File: config.mk
export PLATFORM = sky130hd
export DESIGN_NAME = timed_ram
export DESIGN_NICKNAME = d
export VERILOG_FILES = /design/src/rtl/timed_ram_pkg.sv /design/src/rtl/timed_port_fsm.sv /design/src/rtl/timed_ram.sv
export SDC_FILE = /design/constraint.sdc
export NUM_CORES = 1
export LEC_CHECK = 0
export CORE_MARGIN = 5
export CORE_UTILIZATION = 60
export CTS_CLUSTER_SIZE = 8
export DETAILED_ROUTE_END_ITERATION = 16
export DONT_BUFFER_PORTS = 1
export GPL_TIMING_DRIVEN = 1
export PLACE_DENSITY = 0.84
export SYNTH_ARGS = -nofsm -noshare
export SYNTH_HDL_FRONTEND = slang
export SYNTH_SLANG_ARGS = --single-unit
export TNS_END_PERCENT = 50
File: constraint.sdc
create_clock -name clock -period 3.46 [get_ports clock]
set_input_delay 0.173 -clock clock [delete_from_list [all_inputs] [get_ports clock]]
set_output_delay 0.173 -clock clock [all_outputs]
set_load 0.02 [all_outputs]
File: src/rtl/timed_ram_pkg.sv
// timed_ram_pkg: port FSM state encoding and lane-count helper shared by timed_ram and timed_port_fsm
package timed_ram_pkg;
  typedef enum logic {IDLE, WAIT} port_state_t;
  function automatic int lanes(input int word_size, input int lane_size);
    return word_size / lane_size;
  endfunction
endpackage

File: src/rtl/timed_port_fsm.sv
// timed_port_fsm: one request/ready port with programmable wait states
//   abort/enable/req in; accept and complete are same-cycle strobes for the datapath; busy/rdy out
module timed_port_fsm
  import timed_ram_pkg::*;
#(
  parameter int WAIT_CYCLES = 0,
  parameter int DELAY_SIZE  = 4
) (
  input  logic clock,
  input  logic reset_n,
  input  logic abort,
  input  logic enable,
  input  logic req,
  output logic accept,
  output logic complete,
  output logic busy,
  output logic rdy
);
  port_state_t state, state_n;
  logic [DELAY_SIZE-1:0] cnt, cnt_n;
  assign busy = state == WAIT;
  always_comb begin
    state_n  = state;
    cnt_n    = cnt;
    complete = 1'b0;
    accept   = state == IDLE && req && enable && !abort;
    if (abort) begin
      state_n = IDLE;
      cnt_n   = '0;
    end else if (accept) begin
      state_n = WAIT;
      cnt_n   = DELAY_SIZE'(WAIT_CYCLES);
    end else if (state == WAIT) begin
      if (cnt != '0) cnt_n = cnt - 1'b1;
      else begin
        complete = 1'b1;
        state_n  = IDLE;
      end
    end
  end
  always_ff @(posedge clock or negedge reset_n) begin
    if (!reset_n) begin
      state <= IDLE;
      cnt   <= '0;
      rdy   <= 1'b0;
    end else begin
      state <= state_n;
      cnt   <= cnt_n;
      rdy   <= complete;
    end
  end
endmodule

File: src/rtl/timed_ram.sv
// timed_ram: simple dual-port RAM with wait states, byte-lane writes and init sweep
//   init_start/init_done: re-init control; r_*: read port; w_*: write port (req/busy/rdy handshakes)
module timed_ram
  import timed_ram_pkg::*;
#(
  parameter int WORD_SIZE    = 16,
  parameter int LANE_SIZE    = 8,
  parameter int ADDRESS_SIZE = 4,
  parameter int MEMORY_QTY   = 16,
  parameter logic [WORD_SIZE-1:0] WORD_INIT = '0,
  parameter int READ_WAIT    = 0,
  parameter int WRITE_WAIT   = 0,
  parameter int DELAY_SIZE   = 4,
  parameter int READ_FIRST   = 0,
  localparam int LANES = lanes(WORD_SIZE, LANE_SIZE)
) (
  input  logic                    clock,
  input  logic                    reset_n,
  input  logic                    init_start,
  output logic                    init_done,
  input  logic                    r_req,
  input  logic [ADDRESS_SIZE-1:0] r_addr,
  output logic                    r_busy,
  output logic                    r_rdy,
  output logic [WORD_SIZE-1:0]    r_data,
  input  logic                    w_req,
  input  logic [ADDRESS_SIZE-1:0] w_addr,
  input  logic [WORD_SIZE-1:0]    w_data,
  input  logic [LANES-1:0]        w_be,
  output logic                    w_busy,
  output logic                    w_rdy
);
  logic [WORD_SIZE-1:0] mem [MEMORY_QTY];
  logic sweeping, r_accept, r_complete, w_accept, w_complete, r_in, w_in, hit;
  logic [ADDRESS_SIZE-1:0] idx, ra, wa;
  logic [WORD_SIZE-1:0] wd, wmask, old, merged;
  logic [LANES-1:0] wbe;
  timed_port_fsm #(.WAIT_CYCLES(READ_WAIT), .DELAY_SIZE(DELAY_SIZE)) u_rd (
    .clock(clock), .reset_n(reset_n), .abort(init_start), .enable(init_done), .req(r_req),
    .accept(r_accept), .complete(r_complete), .busy(r_busy), .rdy(r_rdy));
  timed_port_fsm #(.WAIT_CYCLES(WRITE_WAIT), .DELAY_SIZE(DELAY_SIZE)) u_wr (
    .clock(clock), .reset_n(reset_n), .abort(init_start), .enable(init_done), .req(w_req),
    .accept(w_accept), .complete(w_complete), .busy(w_busy), .rdy(w_rdy));
  always_comb begin
    wmask = '0;
    for (int i = 0; i < LANES; i++) wmask[i*LANE_SIZE +: LANE_SIZE] = {LANE_SIZE{wbe[i]}};
    r_in   = int'(ra) < MEMORY_QTY;
    w_in   = int'(wa) < MEMORY_QTY;
    old    = r_in ? mem[ra] : WORD_INIT;
    // a write finishing on the same edge is forwarded into the read unless old data is wanted
    hit    = w_complete && w_in && r_in && ra == wa && READ_FIRST == 0;
    merged = hit ? (old & ~wmask) | (wd & wmask) : old;
  end
  // array has no reset: the sweep is what initialises contents
  always_ff @(posedge clock) begin
    if (sweeping) mem[idx] <= WORD_INIT;
    else if (w_complete && w_in) mem[wa] <= (mem[wa] & ~wmask) | (wd & wmask);
  end
  always_ff @(posedge clock or negedge reset_n) begin
    if (!reset_n) begin
      sweeping  <= 1'b1;
      idx       <= ADDRESS_SIZE'(MEMORY_QTY - 1);
      init_done <= 1'b0;
      r_data    <= '0;
      ra        <= '0;
      wa        <= '0;
      wd        <= '0;
      wbe       <= '0;
    end else begin
      if (init_start) begin
        sweeping  <= 1'b1;
        idx       <= ADDRESS_SIZE'(MEMORY_QTY - 1);
        init_done <= 1'b0;
      end else if (sweeping) begin
        idx <= idx - 1'b1;
        if (idx == '0) begin
          sweeping  <= 1'b0;
          init_done <= 1'b1;
        end
      end
      if (r_accept) ra <= r_addr;
      if (w_accept) begin
        wa  <= w_addr;
        wd  <= w_data;
        wbe <= w_be;
      end
      if (r_complete) r_data <= merged;
    end
  end
endmodule

==> impl_metrics.json <==
{
  "dieArea_um2": 27890,
  "rr_startpoint": "u_wr.cnt[0]",
  "final-hold-violation-count": 0,
  "clk_pin_slew_worst_paths_ns": 0.05,
  "syn_area_per_cell_um2": 17.55,
  "cts_buffers": 45,
  "r2r_slack_ns": 0.22,
  "wl_per_cell_um": 30.47,
  "dp_hpwl_um": 23450,
  "worstHoldStart": "init_start",
  "drive_above_1_share": 0.3038,
  "synth_area_leaders": "edfxtp_1, mux4_2, dfrtp_1",
  "setup_ws_ns": 0.2198,
  "cts_sinks": 316,
  "critPathCaptureType": "flip-flop",
  "r2r_cells": 8,
  "hp-class": "in -> reg",
  "synthCells": 843,
  "initial_core_util": 0.6082,
  "synth_top_area_cell": "edfxtp_1",
  "n_antenna_cell": 0,
  "rsz0062_at_grt": "no",
  "finalCritPeriodShare": 0.9365,
  "yosys.cell_types.count": 51,
  "die_x_um": 167.0,
  "first_pass_iters": 7,
  "numPortBuffers": 0,
  "htreeDepth": 2,
  "irDropWorstVdd_mv": 0.2913,
  "ys_seq_area_frac": 0.6216,
  "grt.total_usage": 0.2846,
  "setup_viol": 0,
  "nets": 959,
  "post-cts-setup-buffers": 0,
  "maxCapViolations": 0,
  "critPathLaunchType": "flip-flop",
  "tightest_slew_ns": 1.189,
  "gp_congestion": 0.8382,
  "cp.required_ns": 3.84,
  "cts_tree": "built",
  "yosysWarnings": 0,
  "syn_nets": 878,
  "synth_area_um2": 14790,
  "path_class": "reg -> reg",
  "ioPinCount": 52,
  "synth.top_cell.area_share": 0.5197,
  "pre_cts_slack_ns": 0.3668,
  "slew_violations": 0,
  "area_growth_pct": 16.00,
  "fin_worst_skew_ns": 0.01873,
  "tns_ns": 0,
  "power.density_nw_per_um2": 514.1,
  "vias": 8971,
  "synth-main-ff-cell": "edfxtp_1",
  "die_h_um": 167.0,
  "root_buffer": "clkbuf_16",
  "path_max_fanout": 18,
  "insertion_delay_ns": 0.53,
  "cts_buffer_depth": 3,
  "first_global_vias": 9569,
  "drt_iter0_drc": 1038,
  "fmax_mhz": 308.6,
  "power.leakage_nw": 6.298,
  "grt_overflow": 0,
  "wl_um": 39060,
  "drcViolationCount": 0,
  "worstHoldEndpoint": "wa[0]",
  "slew-limit-headroom": 0.2072,
  "grt_max_degree": 61,
  "async_flop_share": 0.1899,
  "timing.rr.end": "mem[10][4]",
  "status": "complete, no violations",
  "layout_min_cycle_time_ns": 3.240,
  "synth_edf_count": 256,
  "rows": 57,
  "antenna_left": 0,
  "viasPerCell": 6.998,
  "fp.coreArea_um2": 24320,
  "hold_depth": 4,
  "antenna_found_initial": 0,
  "grt_pass1_wl_um": 59820,
  "synth-seq-cells": 316,
  "worst_ep_arrival_time_ns": 3.62
}
power breakdown:
group | switching, mW | internal [mW] | leakage [nW]
sequential | 0.101 | 4.18 | 3.52
combinational | 0.272 | 0.235 | 2.17
clock | 1.54 | 2.50 | 0.610
total | 1.91 | 6.91 | 6.30
sequential cells by signal (all words and copies together), names as in the netlist:
register,count
idx,4
u_wr.cnt,4
u_wr.busy,1
ra,4
mem,256
u_rd.cnt,4
r_data,16
wa,4
u_rd.busy,1
u_rd.rdy,1
u_wr.rdy,1
wbe,2
sweeping,1
init_done,1
wd,16
per-layer routing:
metal  share of wire  vias up  GRT usage
li1                -     3591          -
met1            0.35     4628     0.3726
met2            0.50      632     0.4605
met3            0.11      120    0.08225
met4           0.039        0     0.1057
met5               0        -          0
cell usage after synthesis, types with 2 or more instances:
| cell type | count |
|---|---|
| a21oi_1 | 5 |
| a221o_1 | 16 |
| a221oi_1 | 16 |
| a31oi_1 | 5 |
| and2_1 | 16 |
| and3_1 | 3 |
| and4_1 | 2 |
| buf_1 | 4 |
| buf_2 | 19 |
| buf_4 | 6 |
| buf_6 | 6 |
| clkbuf_1 | 24 |
| dfrtp_1 | 55 |
| dfstp_2 | 5 |
| edfxtp_1 | 256 |
| ha_1 | 4 |
| inv_1 | 24 |
| mux2_2 | 21 |
| mux2i_1 | 69 |
| mux4_1 | 4 |
| mux4_2 | 124 |
| nand2_1 | 47 |
| nand2b_1 | 5 |
| nand3_1 | 6 |
| nor2_1 | 25 |
| nor2b_1 | 7 |
| nor3_1 | 4 |
| nor3b_1 | 2 |
| o21ai_0 | 33 |
| or2_2 | 2 |
| xnor2_1 | 3 |
| xor2_1 | 6 |
cell type report:
class	instances	area (um^2)
multi-input combinational	442	5236
timing repair buffer	95	930.9
clock inverter	1	30.03
tap	324	405.4
sequential	316	9208
inverter	24	90.09
clock buffer	80	1257
fill	1379	7162
how the worst max path moves through the flow:
| stage | slack, ns | end | from | cells after the start |
|---|---|---|---|---|
| final | 0.22 | mem[10][4] | u_wr.cnt[0] | 8 |
| after global routing | 0.10 | mem[10][4] | u_wr.cnt[0] | 8 |
| after CTS | 0.34 | mem[10][4] | u_wr.cnt[0] | 8 |
| after detailed placement | 0.37 | mem[8][4] | u_wr.cnt[0] | 8 |
| after global placement | 0.54 | mem[13][4] | u_wr.cnt[0] | 8 |
| after floorplan | 0.67 | mem[15][0] | u_wr.cnt[0] | 7 |
worst max-delay path, stage by stage, from the launching register on:
cell	delay, ns
dfrtp_1	0.40
inv_1	0.09
ha_1	0.19
or3b_1	0.52
nor3_2	0.20
buf_4	0.30
o21ai_0	0.16
a221oi_1	0.94
buf_4	0.30
cells by family (layout without fill, tap and decap cells):
kind of cell,after synthesis,count (layout),synth area share
AOI/OAI and AO/OA,82,82,0.03874
xor gates and xnor gates,9,9,0.005329
adders and majority gates,4,4,0.003384
buffers and inverters,85,200,0.02808
DFF,316,316,0.6216
muxes,218,218,0.2586
and+or+nand+nor,129,129,0.04424
cell usage in the layout, fill, tap and decap left out, types with 10 or more instances in the layout:
master	instances
a221o_1	16
a221oi_1	16
and2_1	16
buf_12	10
buf_4	55
clkbuf_1	35
clkbuf_16	45
dfrtp_1	49
dlygate4sd3_1	29
edfxtp_1	256
inv_1	24
mux2_2	21
mux2i_1	69
mux4_2	124
nand2_1	47
nor2_2	16
o21ai_0	33
repair_timing:
item | 4_1_cts | 5_1_grt
endpoints found under the setup margin | 0 | 0
resized for setup | 0 | 0
hold buffers | 30 | 0
hold endpoints to repair | 103 | 0
per-stage QoR:
| stage | hold slack, ns | power, mW | std cells | cell area (um^2) | util |
|---|---|---|---|---|---|
| after global routing | 0.06209 | 9.094 | 1282 | 17160 | 0.7055 |
| after floorplan | -0.1226 | 4.621 | 843 | 14790 | - |
| after detailed placement | -0.1210 | 4.790 | 1171 | 15550 | 0.6395 |
| final | 0.05728 | 8.820 | 1282 | 17160 | 0.7055 |
| after CTS | 0.03785 | 8.839 | 1282 | 17160 | 0.7055 |
| after global placement | -0.1211 | 4.777 | 1171 | 15550 | 0.6395 |
Note: power is estimated with default switching activity, not from simulation.
